## config.mk

```make
export PLATFORM = sky130hd
export DESIGN_NAME = uart_tx_frame
export DESIGN_NICKNAME = d
export VERILOG_FILES = /design/src/rtl/uart_tx_frame.sv
export SDC_FILE = /design/constraint.sdc
export NUM_CORES = 1
export LEC_CHECK = 0
export BUFFER_PORTS_ARGS = -buffer_cell sky130_fd_sc_hd__buf_2
export CORE_ASPECT_RATIO = 0.7
export CORE_UTILIZATION = 40
export CTS_BUF_LIST = sky130_fd_sc_hd__clkbuf_4 sky130_fd_sc_hd__clkbuf_8
export DETAILED_ROUTE_END_ITERATION = 16
export PLACE_DENSITY_LB_ADDON = 0.2
export SYNTH_ARGS = -nofsm -noshare
export SYNTH_HDL_FRONTEND = slang
export SYNTH_SLANG_ARGS = --single-unit
```

## constraint.sdc

```tcl
create_clock -name CLK -period 2.4 [get_ports CLK]
set_input_delay 0.36 -clock CLK [delete_from_list [all_inputs] [get_ports CLK]]
set_output_delay 0.36 -clock CLK [all_outputs]
set_load 0.1 [all_outputs]
```

## src/rtl/uart_tx_frame.sv

```systemverilog
// rtl/uart_tx_frame.sv - UART transmit framer: start, LSB-first data, optional parity, one stop bit
module uart_tx_frame #(
    parameter int DATA_WIDTH = 8
) (
    input  logic                  CLK,
    input  logic                  RST,
    input  logic [DATA_WIDTH-1:0] P_DATA,
    input  logic                  Data_Valid,
    input  logic                  PAR_EN,
    input  logic                  PAR_TYP,
    output logic                  TX_OUT,
    output logic                  Busy
);

    localparam int CW = (DATA_WIDTH > 1) ? $clog2(DATA_WIDTH) : 1;
    localparam logic [CW-1:0] LAST_BIT = CW'(DATA_WIDTH - 1);

    typedef enum logic [2:0] {
        S_IDLE,
        S_START,
        S_DATA,
        S_PARITY,
        S_STOP
    } state_t;

    state_t                  state_q;
    logic [DATA_WIDTH-1:0]   shreg_q;
    logic [CW-1:0]           cnt_q;
    logic                    par_en_q;
    logic                    par_q;
    logic                    tx_q;
    logic                    busy_q;

    // Outputs are registered alongside the state so each edge already presents the bit of the state being entered.
    always_ff @(posedge CLK) begin
        if (!RST) begin
            state_q  <= S_IDLE;
            shreg_q  <= '0;
            cnt_q    <= '0;
            par_en_q <= 1'b0;
            par_q    <= 1'b0;
            tx_q     <= 1'b1;
            busy_q   <= 1'b0;
        end else begin
            case (state_q)
                S_IDLE: begin
                    tx_q   <= 1'b1;
                    busy_q <= 1'b0;
                    if (Data_Valid) begin
                        state_q  <= S_START;
                        shreg_q  <= P_DATA;
                        par_en_q <= PAR_EN;
                        par_q    <= (^P_DATA) ^ PAR_TYP;
                        tx_q     <= 1'b0;
                        busy_q   <= 1'b1;
                    end
                end
                S_START: begin
                    state_q <= S_DATA;
                    tx_q    <= shreg_q[0];
                    shreg_q <= shreg_q >> 1;
                    cnt_q   <= '0;
                end
                S_DATA: begin
                    if (cnt_q == LAST_BIT) begin
                        if (par_en_q) begin
                            state_q <= S_PARITY;
                            tx_q    <= par_q;
                        end else begin
                            state_q <= S_STOP;
                            tx_q    <= 1'b1;
                        end
                    end else begin
                        tx_q    <= shreg_q[0];
                        shreg_q <= shreg_q >> 1;
                        cnt_q   <= cnt_q + CW'(1);
                    end
                end
                S_PARITY: begin
                    state_q <= S_STOP;
                    tx_q    <= 1'b1;
                end
                S_STOP: begin
                    // Never accepts here, so every frame is followed by at least one idle bit.
                    state_q <= S_IDLE;
                    tx_q    <= 1'b1;
                    busy_q  <= 1'b0;
                end
                default: begin
                    state_q <= S_IDLE;
                    tx_q    <= 1'b1;
                    busy_q  <= 1'b0;
                end
            endcase
        end
    end

    assign TX_OUT = tx_q;
    assign Busy   = busy_q;

endmodule
```

==> flow_metrics.env <==
export IMPL_outcome="finished, final reports clean"
export IMPL_antenna_cells=0
export IMPL_yosys_area_share_simple_pct=22.3
export IMPL_drive_above_1_share_pct=23.0
export IMPL_path_cells="ha_1 > ha_1 > or3b_4 > a21oi_4 > buf_4 > nor2_1 > a311oi_1"
export IMPL_nFillCells=226
export IMPL_drtAntennaViolNets=0
export IMPL_synth_compound_area_share_pct=22.8
export IMPL_critPathTopFamily="compound AO/OA/AOI/OAI gates"
export IMPL_path_class="reg2reg"
export IMPL_crit_required_ps=2600
export IMPL_clk_pin_slew_ps=100
export IMPL_root_buffer="clkbuf_4"
export IMPL_postPlaceCellArea_sq_mm=0.00107
export IMPL_skew_ps=5.25
export IMPL_syn_to_final_growth_pct=12.5
export IMPL_clk_latency_ps=290
export IMPL_power_density_mw_per_mm2=622
export IMPL_ys_ff_latch=18
export IMPL_cts_tree="yes"
export IMPL_stdcell_area_sq_mm=0.00109
export IMPL_fmax_mhz=484
export IMPL_yosys_warnings=0
export IMPL_power_mw=0.681
export IMPL_yosysSeqAreaShare_pct=37.1
export IMPL_hold_buffers=0
export IMPL_worst_endpoint_arrival_ps=2270
export IMPL_min_path_type="in2reg"
export IMPL_fin_nets=143
export IMPL_vias=825
export IMPL_timing_final_max_slew_violations=0
export IMPL_synthAdderAreaFrac_pct=2.57
export IMPL_crit_path_end_kind="flip-flop"
export IMPL_clock_sinks=18
export IMPL_cts_resized_gates=0
export IMPL_grt_pass1_wl_mm=2.97
export IMPL_ir_drop_mv=0.254
export IMPL_grt_overflow_total=0
export IMPL_synth_edff_count=0
export IMPL_gp_congestion=0.820
export IMPL_slowest_delay_ps=420
export IMPL_dr_first_iter_drc_count=30
export IMPL_wl_per_cell_microns=11.8
export IMPL_final_min_clock_period_ps=2070
export IMPL_synth_nets=126
export IMPL_synthDistinctLibCells=31
export IMPL_die_x_microns=60.9
export IMPL_syn_inst=111
export IMPL_dr_pass1_iters=4
export IMPL_cp_slowest_cell="or3b_4"
export IMPL_worst_path_most_repeated_cell="ha_1"
export IMPL_antenna_found_initial=0
export IMPL_crit_path_start_kind="flip-flop"
export IMPL_start_util_pct=43.7
export IMPL_gr_usage_all_layers_pct=15.3
export IMPL_drt_wl_total_mm=1.86
export IMPL_final_cell_mix="dfxtp_1, nor2_1, buf_2"
export IMPL_post_dp_hpwl_mm=1.44
export IMPL_setup_tns_ps=0
export IMPL_muxShareOfSynthArea_pct=2.19
export IMPL_crit_path_max_fanout=11
export IMPL_fp_coreArea_sq_mm=0.00222
export IMPL_slew_limit_headroom_pct=63.5
export IMPL_max_slew_worst_pin_slew_ps=547
export IMPL_p_leak_nw=0.435
export IMPL_rsz0062_at_grt="no"
export IMPL_synth_top_family_by_area="compound AO/OA/AOI/OAI gates"
export IMPL_grt_max_degree=16
export IMPL_grt_pass1_vias=669
export IMPL_synth_top_flop_cell="dfxtp_1"
export IMPL_io_pins=15
export IMPL_portBuffers=14
export IMPL_drc=0
export IMPL_period_share_pct=86.2
export IMPL_cts_buffers=3
export IMPL_multi_input_area_sq_um=567
export IMPL_layout_commonest_cell="dfxtp_1"
export IMPL_crit_buf_inv=1
export IMPL_syn_avg_cell_area_sq_um=8.76
export IMPL_finalSetupViolCount=0
export IMPL_finalHoldViolations=0
export IMPL_final_util_pct=49.2
export IMPL_post_cts_buffers=0
export IMPL_regArea_sq_um=360
export IMPL_die_h_microns=43.2
export IMPL_num_rows=14
export IMPL_vias_per_cell=5.22
export IMPL_cap_violations=0
export IMPL_syn_area_sq_um=972
export IMPL_die_area_sq_mm=0.00263
export IMPL_clock_path_buffers=2
export IMPL_htree_levels=1
export IMPL_synthXorXnorAreaFrac_pct=8.49
export IMPL_async_reset_ff_share_pct=0
-- worst register-to-register path: stages, from the launching register on --
cell and delay [ps]:
dfxtp_1 340, ha_1 200, ha_1 250, or3b_4 420
a21oi_4 310, buf_4 190, nor2_1 40, a311oi_1 240
-- registers in the layout, summed over array words and instances, names as in the netlist --
signal    count
Busy          1
TX_OUT        1
cnt_q         3
par_en_q      1
par_q         1
shreg_q       8
state_q       3
-- Yosys cell counts, types with 2 or more instances --
| master | n | share of area (%) |
|---|---|---|
| dfxtp_1 | 18 | 37 |
| nor2_1 | 16 | 6.2 |
| nand2_1 | 11 | 4.2 |
| o21ai_0 | 9 | 4.6 |
| a21oi_1 | 7 | 3.6 |
| nand2b_1 | 6 | 3.9 |
| a311oi_1 | 4 | 3.6 |
| a311oi_2 | 3 | 4.6 |
| inv_1 | 3 | 1.2 |
| nand3_1 | 3 | 1.5 |
| nor3_1 | 3 | 1.5 |
| xnor2_1 | 3 | 2.7 |
| a31oi_1 | 2 | 1.3 |
| buf_4 | 2 | 1.5 |
| clkbuf_1 | 2 | 0.77 |
| ha_1 | 2 | 2.6 |
| nor3b_1 | 2 | 1.5 |
| xor2_1 | 2 | 1.8 |
-- final timing paths --
path | from | endpoint | slack, ps | cells past startpoint
worst min register to register | Busy$_SDFFE_PN0N_ | Busy$_SDFFE_PN0N_ | 490 | 2
worst max-delay path | cnt_q[0]$_SDFFE_PN0P_ | shreg_q[2]$_SDFFE_PN0P_ | 330 | 7
worst max register to register | cnt_q[0]$_SDFFE_PN0P_ | shreg_q[2]$_SDFFE_PN0P_ | 330 | 7
worst min-delay path | PAR_EN | par_en_q$_SDFFE_PN0P_ | 300 | 3
-- logic make-up after synthesis --
| family | Yosys count |
|---|---|
| XOR/XNOR | 7 |
| AND/OR/NAND/NOR | 44 |
| flip-flops | 18 |
| AO/OA/AOI/OAI | 30 |
| adder cells (fa/ha/maj) | 2 |
| multiplexers | 2 |
| buffers and inverters | 8 |
-- final cells by class --
cell class / instances / share of cell area, %
clock buffers: 3 / 2.06
multi-input cells: 85 / 51.8
inverters: 3 / 1.03
well taps: 32 / 3.66
flip-flops and latches: 18 / 33.0
repair buffers: 17 / 8.47
-- metal layers --
layer	global-route usage, %	wire length, microns	vias to the layer above	part of all wire, %
met5	0	0	-	0
met4	2.73	13	0	0.70
met3	5.49	79	2	4.2
met2	22.2	807	17	43
met1	21.7	962	380	52
li1	-	-	426	-
-- power breakdown --
| part | switching (mW) | internal, mW |
|---|---|---|
| sequential | 0.0186 | 0.327 |
| combinational | 0.108 | 0.0797 |
| clock | 0.0889 | 0.0583 |
-- per-stage QoR --
| stage | std cells | worst slack (ps) | hold slack (ps) |
|---|---|---|---|
| after floorplan | 111 | 607 | 426 |
| after global placement | 155 | 443 | 456 |
| after detailed placement | 155 | 334 | 466 |
| after CTS | 158 | 332 | 303 |
| after global routing | 158 | 215 | 317 |
| final | 158 | 332 | 303 |
(Power assumes the default switching activity.)
